===== src/rtl/acc_pkg.sv =====
// acc_pkg: shared opcode, mode, ALU code and state definitions for the accumulator control unit
package acc_pkg;
  typedef enum logic [2:0] {
    OP_ADD = 3'b000, OP_LOAD = 3'b001, OP_STORE = 3'b010, OP_SUB = 3'b011,
    OP_JMP = 3'b100, OP_JZ = 3'b101, OP_RSV = 3'b110, OP_HALT = 3'b111
  } opcode_t;
  typedef enum logic [1:0] {MODE_IMM = 2'b00, MODE_DIR = 2'b01} mode_t;
  typedef enum logic [2:0] {
    ALU_PASS_A = 3'b000, ALU_PASS_B = 3'b001, ALU_ADD = 3'b011, ALU_SUB = 3'b100
  } alu_t;
  typedef enum logic [3:0] {
    FETCH_PC, FETCH_RD, FETCH_IR, DECODE, EX_ADDR, EX_RD, EX_ALU, EX_STD, EX_WR, EX_JMP, HALT
  } state_t;
  function automatic logic op_legal(input logic [2:0] op, input logic [1:0] mode);
    case (op)
      OP_ADD, OP_SUB, OP_LOAD, OP_HALT: op_legal = !mode[1];
      OP_STORE: op_legal = mode == MODE_DIR;
      OP_JMP, OP_JZ: op_legal = mode == MODE_IMM;
      default: op_legal = 1'b0;
    endcase
  endfunction
endpackage


===== src/rtl/acc_mem_wait.sv =====
// acc_mem_wait: memory ready wait counter with timeout detection
module acc_mem_wait #(
  parameter int WAIT_MAX = 15
) (
  input  logic clk,
  input  logic reset,
  input  logic start,
  input  logic ready,
  output logic timeout
);
  localparam int WAIT_W = $clog2(WAIT_MAX + 1);
  logic [WAIT_W-1:0] cnt;
  always_ff @(posedge clk or posedge reset)
    if (reset) cnt <= '0;
    else if (start) cnt <= '0;
    else if (!ready) cnt <= cnt + 1'b1;
  assign timeout = !start && !ready && cnt == WAIT_W'(WAIT_MAX - 1);
endmodule


===== src/rtl/acc_control_unit.sv =====
// acc_control_unit: handshake-driven fetch/decode/execute sequencer for the accumulator datapath
module acc_control_unit
  import acc_pkg::*;
#(
  parameter int INST_W = 18,
  parameter int OP_W = 3,
  parameter int MODE_W = 2,
  parameter int WAIT_MAX = 15
) (
  input  logic              clk,
  input  logic              reset,
  input  logic [INST_W-1:0] inst_in,
  input  logic              mem_ready,
  input  logic              ac_zero,
  output logic              rMAR,
  output logic              wMAR,
  output logic              rMem,
  output logic              wMem,
  output logic              rMDR,
  output logic              wMDRmem,
  output logic              wMDRbus,
  output logic              rPC,
  output logic              wPC,
  output logic              incPC,
  output logic              rIR,
  output logic              wIR,
  output logic              rAC,
  output logic              wAC,
  output logic [2:0]        cALU,
  output logic              eALU,
  output logic              halted,
  output logic              illegal_op,
  output logic              bus_error
);
  localparam int ADDR_W = INST_W - OP_W - MODE_W;
  state_t state, nxt;
  logic [OP_W+MODE_W-1:0] ctl;
  logic [OP_W-1:0] op;
  logic [MODE_W-1:0] mode;
  logic legal, imm, idle, timeout, unused;
  assign unused = ^inst_in[ADDR_W-1:0];
  assign op = ctl[OP_W+MODE_W-1 -: OP_W];
  assign mode = ctl[MODE_W-1:0];
  assign legal = op_legal(op, mode);
  assign imm = mode == MODE_IMM;
  assign idle = !(state == FETCH_RD || state == EX_RD || state == EX_WR);
  acc_mem_wait #(.WAIT_MAX(WAIT_MAX)) u_wait (
    .clk(clk), .reset(reset), .start(idle), .ready(mem_ready), .timeout(timeout)
  );
  always_ff @(posedge clk or posedge reset)
    if (reset) begin
      state <= FETCH_PC;
      ctl <= '0;
      bus_error <= 1'b0;
    end else begin
      state <= nxt;
      if (state == FETCH_IR) ctl <= inst_in[INST_W-1 -: OP_W+MODE_W];
      if (timeout) bus_error <= 1'b1;
    end
  always_comb begin
    nxt = state;
    case (state)
      FETCH_PC: nxt = FETCH_RD;
      FETCH_RD: nxt = timeout ? HALT : mem_ready ? FETCH_IR : FETCH_RD;
      FETCH_IR: nxt = DECODE;
      DECODE: nxt = !legal ? FETCH_PC : op == OP_HALT ? HALT : op == OP_JMP ? EX_JMP :
                    op == OP_JZ ? (ac_zero ? EX_JMP : FETCH_PC) : imm ? EX_ALU : EX_ADDR;
      EX_ADDR: nxt = op == OP_STORE ? EX_STD : EX_RD;
      EX_RD: nxt = timeout ? HALT : mem_ready ? EX_ALU : EX_RD;
      EX_STD: nxt = EX_WR;
      EX_WR: nxt = timeout ? HALT : mem_ready ? FETCH_PC : EX_WR;
      HALT: nxt = HALT;
      default: nxt = FETCH_PC;
    endcase
  end
  always_comb begin
    {rMAR, wMAR, rMem, wMem, rMDR, wMDRmem, wMDRbus, rPC, wPC, incPC, rIR, wIR, rAC, wAC, eALU} = '0;
    {halted, illegal_op} = '0;
    cALU = ALU_PASS_A;
    if (!reset)
      case (state)
        FETCH_PC: {rPC, eALU, wMAR} = '1;
        FETCH_RD, EX_RD: {rMAR, rMem, wMDRmem} = {2'b11, mem_ready};
        FETCH_IR: begin
          {rMDR, eALU, wIR, incPC} = '1;
          cALU = ALU_PASS_B;
        end
        DECODE: illegal_op = !legal;
        EX_ADDR: {rIR, eALU, wMAR} = '1;
        EX_ALU: begin
          {rMDR, rIR, eALU, wAC} = {!imm, imm, 2'b11};
          rAC = op == OP_ADD || op == OP_SUB;
          cALU = op == OP_ADD ? ALU_ADD : op == OP_SUB ? ALU_SUB : imm ? ALU_PASS_A : ALU_PASS_B;
        end
        EX_STD: {rAC, eALU, wMDRbus} = '1;
        EX_WR: {rMAR, wMem} = '1;
        EX_JMP: {rIR, eALU, wPC} = '1;
        HALT: halted = 1'b1;
        default: ;
      endcase
  end
endmodule


===== config.mk =====
export PLATFORM = sky130hd
export DESIGN_NAME = acc_control_unit
export DESIGN_NICKNAME = d
export VERILOG_FILES = /design/src/rtl/acc_pkg.sv /design/src/rtl/acc_mem_wait.sv /design/src/rtl/acc_control_unit.sv
export SDC_FILE = /design/constraint.sdc
export NUM_CORES = 1
export LEC_CHECK = 0
export BUFFER_PORTS_ARGS = -buffer_cell sky130_fd_sc_hd__buf_2
export CAP_MARGIN = 20
export CORE_ASPECT_RATIO = 1.4
export CORE_MARGIN = 4
export CORE_UTILIZATION = 45
export DETAILED_ROUTE_END_ITERATION = 10
export PLACE_DENSITY = 0.83
export SLEW_MARGIN = 20
export SYNTH_ARGS = -nofsm -noshare
export SYNTH_HDL_FRONTEND = slang
export SYNTH_HIERARCHICAL = 1
export SYNTH_SLANG_ARGS = --single-unit

===== constraint.sdc =====
create_clock -name clk -period 3.08 [get_ports clk]
set_clock_uncertainty 0.1 [all_clocks]
set_input_delay 0.77 -clock clk [delete_from_list [all_inputs] [get_ports clk]]
set_output_delay 0.77 -clock clk [all_outputs]
set_load 0.01 [all_outputs]

# Yosys cells after proc, flatten, opt, wreduce, memory -nomap -nowiden
# Cells that the tools add are included.
# classes
n_addsub	1
eq_ne	19
muxes	54
reduce_logical	19
# op_table
operator	n
$mux W4	11
$pmux W4 S9	1
$mux W1	30
$eq A4 B3 Y1 const B	4
$eq A4 B4 Y1 const B	4
$eq A3 B3 Y1 const B	3
$mux W3	3
$eq A4 B2 Y1 const B	2
$mux W2	4
$reduce_or A2 Y1	4
$eq A3 B2 Y1 const B	2
$pmux W1 S2	3
$pmux W3 S2	1
$reduce_or A6 Y1	1
$add A4 B1 Y4 const B	1
$eq A4 B1 Y1 const B	1
$logic_not A1 Y1	4
$logic_not A4 Y1	1
$reduce_or A4 Y1	1
$eq A3 B1 Y1 const B	1
$logic_not A3 Y1	1
$logic_or A1 B1 Y1	3
$pmux W1 S3	1
$reduce_or A3 Y1	1
other kinds (4)	5
# totals
ff_bits	14
inputBits	22
out_inout_bits	21
elab_cells	97

# Logic depth before layout (Yosys ltp)
# logic_depth
ltp_word	7
depth_mapped	7
mapped_depth_nobuf	7

# Cells and area by module
# Netlist, hierarchy kept.
# by_module_without_submodules
mod	n_inst	cells_per_inst	area_each_um2	seq_area_each_um2
acc_control_unit	1	96	808.3	250.2
acc_mem_wait	1	21	210.2	100.1

# Worst setup path after synthesis
# OpenSTA, ideal clock, no wires.
# synth_path
path_kind	register to register
startpoint	register state[3]
endpoint	register state[1]
setup_ps	87
arrival_time_ps	2229
required_ps	2893
slack_ps	664
stages_incl_launch_ff	7
path_buffers	0
period_less_slack_ps	2416
path_cell_list	dfrtp_1 or3b_2 a21o_1 nor4b_1 a21oi_1 or3_1 o211ai_1
# synth_between
elab_chain_len	7
elab_cells_between_ends	17
cone_classes	8 x eq/ne; 4 x mux; 5 x reduce/logical
# synth_rtl
item	line	source
from (decl)	acc_control_unit.sv:36	state_t state, nxt;
from (signal assigned)	acc_control_unit.sv:56	state <= nxt;
$eq A4 B1 Y1 / $eq A4 B3 Y1 (equally long branches)	acc_control_unit.sv:46	assign idle = !(state == FETCH_RD || state == EX_RD || state == EX_WR);
$logic_or A1 B1 Y1	acc_control_unit.sv:46	
$logic_or A1 B1 Y1 *	acc_control_unit.sv:46	
$logic_and A1 B1 Y1 * (2 in a row)	acc_mem_wait.sv:17	assign timeout = !start && !ready && cnt == WAIT_W'(WAIT_MAX - 1);
via timeout	acc_control_unit.sv:40	logic legal, imm, idle, timeout, unused;
$mux W4, on equally long branches	acc_control_unit.sv:71, acc_control_unit.sv:64, acc_control_unit.sv:69	
$pmux W4 S9 *	acc_control_unit.sv:62	case (state)
via nxt[1]	acc_control_unit.sv:36	
# Mark *: on every way through the listed nets, which the timed path passes. The rest lies on a longest branch.
# A chain may end at the register's enable or synchronous reset.

# Final worst setup path
# layout_path
startpoint	register state[3]
endpoint	output port rIR
# layout_between
elab_chain_len	4
elab_cells_between_ends	6
cone_classes	3 x eq/ne; 2 x mux; 1 x reduce/logical
# layout_rtl
item	line	source
$eq A4 B4 Y1 / $eq A4 B3 Y1 (equally long branches)	acc_control_unit.sv:81	case (state)
$reduce_or A2 Y1 (no source line)	--	
$pmux W1 S2 *	acc_control_unit.sv:81	
$mux W1 *	acc_control_unit.sv:80	if (!reset)
to (decl)	acc_control_unit.sv:25	output logic rIR,
# Every way passes the cells marked *; elsewhere a longest branch is shown, timed or not.

==> flow_metrics.py <==
metrics = {
    "sta": {
        "max_freq_mhz": 338,
        "fin_setup_tns_ps": 0,
        "rsz0062_at_grt": "no",
        "setup_violations": 0,
        "maxSlewViolCount": 0,
        "finalHoldViolations": 0,
        "min_period_ps": 2960,
        "fin_crit_sh_pct": 96.1,
        "slew_headroom_pct": 64.5,
        "worst_slew_pin_slew_ps": 532,
    },
    "synthesis": {
        "synthCells": 117,
        "async_flop_share_pct": 100,
        "netlist.area_leader.share_pct": 34.4,
        "netlist_area_sq_um": 1020,
        "synth_cell_types": 38,
        "synth_top_cell_by_area": "dfrtp_1",
        "synth_area_per_cell_sq_um": 8.70,
        "synth_seq_cells": 14,
        "yosysSeqAreaShare_pct": 34.4,
        "synth_edf_count": 0,
        "synthTopCellsByArea": "dfrtp_1 34%, mux2_2 6.6%, nor2_1 3.7%",
        "synth_ff_type": "dfrtp_1",
        "yosysWarnings": 6,
        "syn-num-nets": 141,
    },
    "placement": {
        "gp_congestion": 0.839,
        "post-place-cells": 161,
        "placed_cell_area_sq_um": 1160,
        "place.detailed.hpwl_um": 1810,
        "numPortBuffers": 29,
    },
    "clock_tree": {
        "post-cts-setup-buffers": 0,
        "clk_latency_ps": 280,
        "cts_resized": 0,
        "cts_tree": "yes",
        "cts_root_buf": "clkbuf_4",
        "htreeDepth": 1,
        "cts_made_buffers": 3,
        "hold_buffers": 0,
        "clockBufferDepth": 2,
        "clock-sinks": 14,
        "path_clk_slew_ps": 80,
    },
    "die": {
        "die_y_um": 64.3,
        "dieArea_sq_um": 3100,
        "start_util_pct": 46.8,
        "io_pins": 43,
        "fp-row-count": 20,
        "die_w_um": 48.2,
        "coreArea_sq_um": 2180,
    },
    "grt": {
        "track_usage_pct": 17.4,
        "grt_max_degree": 17,
        "antenna_found_initial": 0,
        "overflow": 0,
        "grt_pass1_wl_um": 4040,
        "grt_pass1_vias": 937,
    },
    "worst_setup_path": {
        "cp_max_fo": 16,
        "crit_arrival_ps": 2090,
        "cp_data_required_time_ps": 2210,
        "crit_path_end_kind": "output port",
        "cp-start-kind": "flop",
        "criticalPathCategory": "reg2out",
    },
    "layout": {
        "final_common_cell": "buf_2",
        "drive_above_1_share_pct": 33.8,
        "finalNonFillerCells": 164,
        "design_area_sq_um": 1180,
        "antennaDiodeCount": 0,
        "areaGrowthSynthToFinish_pct": 16.1,
        "final_cell_mix": "29 x buf_2, 14 x dfrtp_1, 10 x nor2_1, 7 x inv_1, 7 x a21oi_1",
        "final_nets": 168,
    },
    "route": {
        "wl_um": 2370,
        "drc_errors": 0,
        "first_pass_iters": 4,
        "vias": 954,
        "initialDrtViolationCount": 12,
        "via_per_inst": 5.82,
        "postRouteAntennaNets": 0,
        "wl_per_cell_um": 14.5,
    },
    "pwr": {
        "ir_worst_vdd_mv": 0.504,
        "p_leak_uw": 0.000601,
        "power_density_nw_per_um2": 827,
        "p_total_uw": 978,
    },
    "job": {
        "drv_cap": 0,
    },
    "outcome": {
        "status": "complete, no violations",
    },
    "worst_hold_path": {
        "hold_path.class": "in2async",
    },
}
-- cells in the mapped netlist, types with 2 or more instances --
cell / number
o21ai_0: 3
o31ai_1: 2
nor3_1: 6
o211ai_1: 2
nor3b_1: 2
a21o_1: 4
nor4_1: 2
mux2_2: 6
or2_2: 4
buf_4: 3
nand3_1: 3
ha_1: 2
inv_1: 7
nor2b_1: 4
a21oi_1: 7
or3b_2: 3
nor2_1: 10
nor4b_1: 2
nand2_1: 5
xor2_1: 3
clkbuf_1: 5
dfrtp_1: 14
nand2b_1: 3
-- cell families after synthesis --
| family | synth area share [%] |
|---|---|
| and+or+nand+nor | 28.3 |
| AOI/OAI and AO/OA | 16.7 |
| buffers and inverters | 7.13 |
| DFF | 34.4 |
| muxes | 7.62 |
| xor gates and xnor gates | 3.44 |
| adders and majority gates | 2.46 |
-- worst max-delay path, stage by stage, from the launching register on --
cell     delay (ps)
dfrtp_1         680
or3b_2          520
or2_2           310
a21oi_1         150
buf_2           150
-- cell type report --
| cell class | instances | area [sq um] |
|---|---|---|
| fillers | 216 | 995 |
| multi-input cells | 87 | 596 |
| flip-flops and latches | 14 | 350 |
| repair buffers | 31 | 160 |
| well taps | 22 | 27.5 |
| inverters | 7 | 26.3 |
| clock buffers | 3 | 22.5 |
-- stage by stage --
| step | utilization, % | setup WS (ps) | hold WS (ps) |
|---|---|---|---|
| 3_5_place_dp | 53.3 | 436 | 354 |
| 6_report | 54.3 | 121 | 326 |
| 3_3_place_gp | 53.3 | 506 | 350 |
| 4_1_cts | 54.3 | 136 | 327 |
| 5_1_grt | 54.3 | 46.8 | 341 |
| 2_1_floorplan | - | 664 | 404 |
-- per-layer routing --
layer | track usage (%) | part of all wire, % | vias to the layer above
met1 | 20.6 | 40 | 462
met2 | 28.9 | 54 | 24
met5 | 0 | 0 | -
li1 | - | - | 463
met4 | 5.39 | 0.93 | 0
met3 | 4.51 | 5.0 | 5
-- power breakdown --
group	switching [uW]	internal [uW]	total, uW
clock	56.3	45.4	102
combinational	252	247	498
sequential	132	246	378
-- sequential cells by signal (all words and copies together) (netlist names) --
register and cells:
bus_error 1, u_wait/cnt 4, ctl 5, state 4
-- path summary, 6_finish.rpt --
path | from | cells after the start | slack [ps] | endpoint
max in group asynchronous | reset | 2 | 2180 | ctl[3]
worst max-delay path | state[3] | 4 | 120 | rIR
worst max register to register | state[3] | 7 | 470 | state[1]
min in group clk | bus_error | 1 | 380 | bus_error
worst min-delay path | reset | 2 | 330 | u_wait/cnt[2]
worst min register to register | bus_error | 1 | 380 | bus_error
No activity file was read; power rests on OpenSTA's default activity.
